`src/rtl/skinny_round_ctrl.sv`:
```
// rtl/skinny_round_ctrl.sv - round/stage sequencer for the masked SKINNY-64-64 core
module skinny_round_ctrl #(
    parameter int ROUNDS      = 32,
    parameter int SBOX_STAGES = 3,
    parameter int CNT_W       = 6
) (
    input  logic                   clk,
    input  logic                   rst_n,
    input  logic                   start,
    output logic                   sel,
    output logic                   en_state,
    output logic                   en_key,
    output logic [SBOX_STAGES-1:0] en_stage,
    output logic [5:0]             rc,
    output logic [CNT_W-1:0]       round_idx,
    output logic                   busy,
    output logic                   done
);

    localparam int SW = (SBOX_STAGES > 1) ? $clog2(SBOX_STAGES) : 1;
    localparam logic [SW-1:0]    LAST_STG = SW'(SBOX_STAGES - 1);
    localparam logic [CNT_W-1:0] LAST_RND = CNT_W'(ROUNDS);

    typedef enum logic [1:0] {
        IDLE,
        LOAD,
        ROUND,
        DONE
    } state_t;

    state_t                   state, state_d;
    logic [SW-1:0]            stg, stg_d;
    logic [CNT_W-1:0]         ridx_d;
    logic [5:0]               rc_d;
    logic                     sel_d, en_state_d, en_key_d, busy_d, done_d;
    logic [SBOX_STAGES-1:0]   en_stage_d;

    always_comb begin
        state_d = state;
        stg_d   = stg;
        ridx_d  = round_idx;
        rc_d    = rc;
        case (state)
            IDLE: begin
                if (start) state_d = LOAD;
            end
            LOAD: begin
                state_d = ROUND;
                stg_d   = '0;
                ridx_d  = CNT_W'(1);
                rc_d    = 6'h01;
            end
            ROUND: begin
                if (stg == LAST_STG) begin
                    stg_d = '0;
                    if (round_idx == LAST_RND) begin
                        state_d = DONE;
                        ridx_d  = '0;
                        rc_d    = '0;
                    end else begin
                        ridx_d = round_idx + CNT_W'(1);
                        rc_d   = {rc[4:0], ~(rc[5] ^ rc[4])};
                    end
                end else begin
                    stg_d = stg + SW'(1);
                end
            end
            DONE: begin
                state_d = IDLE;
            end
            default: state_d = IDLE;
        endcase
    end

    // Outputs are decoded from the next state so they can be registered
    // and still line up with the cycle the FSM is actually in.
    always_comb begin
        sel_d      = 1'b0;
        en_state_d = 1'b0;
        en_key_d   = 1'b0;
        en_stage_d = '0;
        busy_d     = 1'b0;
        done_d     = 1'b0;
        case (state_d)
            LOAD: begin
                en_state_d = 1'b1;
                en_key_d   = 1'b1;
                busy_d     = 1'b1;
            end
            ROUND: begin
                sel_d      = 1'b1;
                busy_d     = 1'b1;
                en_stage_d = SBOX_STAGES'(1) << stg_d;
                en_state_d = (stg_d == LAST_STG);
                en_key_d   = (stg_d == LAST_STG);
            end
            DONE: begin
                done_d = 1'b1;
            end
            default: ;
        endcase
    end

    always_ff @(posedge clk or negedge rst_n) begin
        if (!rst_n) begin
            state     <= IDLE;
            stg       <= '0;
            round_idx <= '0;
            rc        <= 6'h00;
            sel       <= 1'b0;
            en_state  <= 1'b0;
            en_key    <= 1'b0;
            en_stage  <= '0;
            busy      <= 1'b0;
            done      <= 1'b0;
        end else begin
            state     <= state_d;
            stg       <= stg_d;
            round_idx <= ridx_d;
            rc        <= rc_d;
            sel       <= sel_d;
            en_state  <= en_state_d;
            en_key    <= en_key_d;
            en_stage  <= en_stage_d;
            busy      <= busy_d;
            done      <= done_d;
        end
    end

endmodule

```
`config.mk`:
```
export PLATFORM = sky130hd
export DESIGN_NAME = skinny_round_ctrl
export DESIGN_NICKNAME = d
export VERILOG_FILES = /design/src/rtl/skinny_round_ctrl.sv
export SDC_FILE = /design/constraint.sdc
export NUM_CORES = 1
export LEC_CHECK = 0
export BUFFER_PORTS_ARGS = -buffer_cell sky130_fd_sc_hd__buf_2
export CAP_MARGIN = 10
export CORE_MARGIN = 2
export CORE_UTILIZATION = 47
export CTS_BUF_LIST = sky130_fd_sc_hd__clkbuf_16
export CTS_CLUSTER_DIAMETER = 200
export DETAILED_ROUTE_END_ITERATION = 6
export PLACE_DENSITY = 0.77
export SYNTH_ARGS = -nofsm -noshare
export SYNTH_HDL_FRONTEND = slang
export SYNTH_SLANG_ARGS = --single-unit
```
`constraint.sdc`:
```
create_clock -name clk -period 2 [get_ports clk]
set_clock_uncertainty 0.2 [all_clocks]
set_input_delay 0.6 -clock clk [delete_from_list [all_inputs] [get_ports clk]]
set_output_delay 0.6 -clock clk [all_outputs]
set_load 0.005 [all_outputs]
```
Yosys cells after proc, flatten, opt, wreduce, memory -nomap -nowiden
Index checks and enable logic that the tools add are counted.

Add/subtract/negate cells: 2. $mul: 0. Divide/modulo/power cells: 0. $lt $le $gt $ge: 0. Eq/ne operators: 10. Shift-type cells: 1. Multiplexer cells: 17. Bitwise gates (word level): 2. Reductions and logical operators: 4.

Operators by type and width (number): $mux W6 (4); $pmux W6 S2 (2); $eq A2 B2 Y1 const B (6); $mux W2 (4); $pmux W2 S4 (1); $add A6 B1 Y6 const B (1); $eq A6 B6 Y1 const B (1); $eq A2 B1 Y1 const B (2); $pmux W2 S2 (1); $mux W1 (3); $mux W3 (1); $shl A1 B2 Y3 const A (1); $add A2 B1 Y2 const B (1); $logic_not A2 Y1 (1); $ne A2 B2 Y1 const B (1); $pmux W1 S2 (1); $reduce_and A2 Y1 (1); $reduce_bool A2 Y1 (1); $reduce_or A2 Y1 (1); $not A1 Y1 (1); $xor A1 B1 Y1 (1).

Register bits: 23. Latch bits: 0. Bits in writable memories: 0. ROM bits: 0. Output and inout bits: 20. Word-level logic and storage cells: 45. Memories: 0.

Logic depth before layout (Yosys ltp)
Depth in word-level cells: 7. Gate-level depth with buffers: 8.

Worst setup path before layout
Ideal clock, no wire load.

Kind: register to register. Start point: register state[0]. End point: register en_key. Setup time: 0.119 ns. Arrival time: 1.729 ns. Required time: 1.681 ns. Slack: -0.048 ns. Stages on the path, launching flop included: 9. Buffers on the path: 0. Cells stage by stage: dfrtp_1 > inv_1 > ha_1 > and3b_1 > nand4b_1 > a21o_1 > ha_1 > a21boi_1 > o21a_1.

Word-level cells in the longest chain between the ends: 5.

Ends and longest elaborated chain: from (decl) (line 31) `state_t state, state_d;`; from (signal assigned) (line 117) `state <= state_d;`; $mux W2 (line 56) `if (round_idx == LAST_RND) begin`; $mux W2 (line 54) `if (stg == LAST_STG) begin`; $pmux W2 S4 (line 43) `case (state)`; $eq A2 B2 Y1 or $eq A2 B1 Y1 (tied branches) (line 84) `case (state_d)`; $pmux W1 S2 (*) (line 84); net en_key_d (line 35) `logic sel_d, en_state_d, en_key_d, busy_d, done_d;`; to (signal assigned) (line 123) `en_key <= en_key_d;`; to (decl) (line 12) `output logic en_key,`.

The timed path passes the listed nets; every way through them passes the cells marked *. A chain may end at the register's enable or synchronous reset.

Worst setup path in the final report
Start point: register state[1]. End point: register en_key.

Word-level cells in the longest chain between the ends: 5.

Ends and longest elaborated chain (line): $mux W2 (56); $mux W2 (54); $pmux W2 S4 (*) (43); net state_d[1] (31); $eq A2 B2 Y1 or $eq A2 B1 Y1 (tied branches) (84); $pmux W1 S2 (*) (84); net en_key_d (35).

Marked as above.

==> impl_metrics.env <==
export IMPL_grt_remaining_overflow=0
export IMPL_die_h_microns=52.4
export IMPL_yosysSeqAreaShare=0.523
export IMPL_hold_buffers=0
export IMPL_antenna_found_initial=0
export IMPL_vias=812
export IMPL_min_path_type="in2async"
export IMPL_nNetsFinal=137
export IMPL_design_area_sq_um=1430
export IMPL_cp_endpoint="en_key$_DFF_PN0_"
export IMPL_synth_most_common_cell="dfrtp_1"
export IMPL_slew_headroom=0.674
export IMPL_dp_hpwl_mm=1.56
export IMPL_routedWlPerCell_microns=14.1
export IMPL_place_gp_congestion=0.754
export IMPL_hold_ws_ns=0.105
export IMPL_fmax_mhz=512
export IMPL_fin_crit_sh=0.977
export IMPL_finalHoldViolCount=0
export IMPL_io_pins=23
export IMPL_rows=17
export IMPL_synth_edff_count=0
export IMPL_grt_max_degree=24
export IMPL_drcViolationCount=0
export IMPL_grt_pass1_wl_mm=3.54
export IMPL_r2r_slack_ns=0.05
export IMPL_clock_sinks=23
export IMPL_clock_path_buffers=2
export IMPL_timing_rr_end="en_key$_DFF_PN0_"
export IMPL_n_fill_cell=190
export IMPL_vias_per_cell=5.31
export IMPL_grt_pass1_vias=794
export IMPL_place_area_sq_um=1300
export IMPL_syn_avg_cell_area_sq_um=12.4
export IMPL_syn_to_final_growth_pct=30.4
export IMPL_synth_fp_nets=100
export IMPL_dieWidth_microns=52.4
export IMPL_cts_htree_levels=1
export IMPL_drive_above_1_share=0.384
export IMPL_synth_top_area_frac=0.523
export IMPL_worst_pin_slew_ns=0.490
export IMPL_grtUsageTotal=0.183
export IMPL_die_area_sq_um=2740
export IMPL_syn_inst=89
export IMPL_ir_drop_mv=0.536
export IMPL_finalCriticalPeriod_ns=1.95
export IMPL_arrival_ns=1.95
export IMPL_cts_root_buf="clkbuf_16"
export IMPL_rr_startpoint="state[1]$_DFF_PN0_"
export IMPL_power_density_nw_per_um2=626
export IMPL_synth_commonest_cells="dfrtp_1, inv_1, a22o_1, ha_1, a21oi_1"
export IMPL_start_kind="flop"
export IMPL_drt_iter0_markers=14
export IMPL_ys_ff_latch=23
export IMPL_clock_latency_ns=0.26
export IMPL_syn_area_sq_um=1100
export IMPL_status="finished clean"
export IMPL_tritoncts="built"
export IMPL_antenna_left=0
export IMPL_startpoint="state[1]$_DFF_PN0_"
export IMPL_core_area_sq_um=2210
export IMPL_rsz0062_at_grt="true"
export IMPL_synth_area_leader_cell="dfrtp_1"
export IMPL_synth_area_leaders="dfrtp_1, ha_1, a22o_1"
export IMPL_path_max_fanout=10
export IMPL_ys_types=33
export IMPL_firstDrtPassIters=4
export IMPL_total_leakage_power_nw=0.717
export IMPL_cp_end_kind="flop"
export IMPL_wl_mm=2.16
export IMPL_path_clk_slew_ns=0.05
export IMPL_yosys_most_used_dff="dfrtp_1"
export IMPL_maxCapViolCount=0
export IMPL_worstSetupPathType="reg2reg"
export IMPL_numCtsBuffers=3
export IMPL_worst_r2r_cell_count=5
export IMPL_async_flop_share=1.00
export IMPL_required_ns=1.99
export IMPL_numPortBuffers=22
export IMPL_setup_viol=0
export IMPL_antenna_cells=0
export IMPL_yosysWarnings=0
export IMPL_fin_setup_tns_ns=0
export IMPL_drv_slew=0
export IMPL_start_util=0.497
## layout by cell type, fill, tap and decap left out
cell type,count
o21a_1,2
clkbuf_16,3
a221o_1,1
nand2b_1,1
xnor2_1,1
o21ai_0,2
mux2i_1,2
buf_4,12
and3b_2,1
a22o_1,8
nor4b_4,1
or3b_1,1
nand2_1,1
nor2b_1,1
xor2_1,1
and2_4,1
nor4_1,1
a21o_1,1
nand3_1,2
a21oi_2,1
clkinv_2,1
nor2_1,3
inv_2,1
nand4b_1,2
inv_1,9
a21oi_1,4
nand3b_1,1
dfrtp_1,23
o211ai_1,1
or3_1,1
ha_4,2
a2bb2oi_1,2
buf_2,22
mux2_2,1
nand3b_4,1
ha_1,6
a21boi_4,1
## routing by layer
metal	wire (microns)	track usage	up-vias
li1	-	-	391
met2	1160	0.300	21
met4	42	0.103	0
met5	0	0	-
met3	80	0.0257	5
met1	884	0.231	395
## power by group
group | internal [mW] | total (mW) | switching, mW
Sequential | 0.465 | 0.465 | 0
Clock | 0.269 | 0.422 | 0.154
Combinational | 0.00140 | 0.0101 | 0.00865
Total | 0.735 | 0.898 | 0.163
## worst max-delay path: stages, from the launching register on
cell	delay, ns
dfrtp_1	0.39
inv_1	0.09
ha_1	0.43
or3b_1	0.46
a21boi_4	0.19
o21a_1	0.15
## worst min path at each step
stage,to,startpoint,cells past startpoint
after CTS,round_idx[2]$_DFFE_PN0P_,rst_n,1
after detailed placement,rc[1]$_DFFE_PN0P_,rc[1]$_DFFE_PN0P_,1
after global placement,rc[3]$_DFFE_PN0P_,rc[3]$_DFFE_PN0P_,1
final,round_idx[3]$_DFFE_PN0P_,rst_n,1
after global routing,round_idx[0]$_DFFE_PN0P_,rst_n,1
after floorplan,busy$_DFF_PN0_,rst_n,0
## cells by family (layout without fill, tap and decap cells)
| logic type | count (synthesis) | in the layout | share of synthesized area |
|---|---|---|---|
| adder cells (fa/ha/maj) | 8 | 8 | 0.0910 |
| buffers and inverters | 12 | 48 | 0.0512 |
| XOR/XNOR | 2 | 2 | 0.0159 |
| multiplexers | 3 | 3 | 0.0284 |
| flip-flops | 23 | 23 | 0.523 |
| AND/OR/NAND/NOR | 18 | 18 | 0.132 |
| AO/OA/AOI/OAI | 23 | 23 | 0.158 |
## registers in the layout, indices dropped and copies added (netlist names)
name	flops
state	2
rc	6
stg	2
round_idx	6
sel	1
en_stage	3
done	1
busy	1
en_key	1
## per-stage QoR
step                power (mW)  cells  setup slack, ns  utilization
floorplan                0.474     89          0.00548            -
finish                   0.898    153           0.0466        0.648
detailed placement       0.485    146          -0.0108        0.587
global route             0.932    153          -0.0380        0.648
CTS                      0.910    151          0.00936        0.626
global placement         0.485    146           0.0814        0.587
## cell type report
cell class / instances / area [sq um] / share of cell area
Clock buffer: 3 / 75.1 / 0.0524
Timing Repair Buffer: 34 / 200 / 0.140
Tap cell: 28 / 35.0 / 0.0244
Sequential cell: 23 / 576 / 0.401
Inverter: 10 / 37.5 / 0.0262
Clock inverter: 1 / 5.00 / 0.00349
Multi-Input combinational cell: 54 / 505 / 0.353
## repair_timing
item,CTS,global route
pin swaps,0,3
buffers inserted,1,2
gates resized for setup,0,6
hold endpoints to repair,0,0
endpoints found under the setup margin,1,3
No activity file was read; power rests on OpenSTA's default activity.
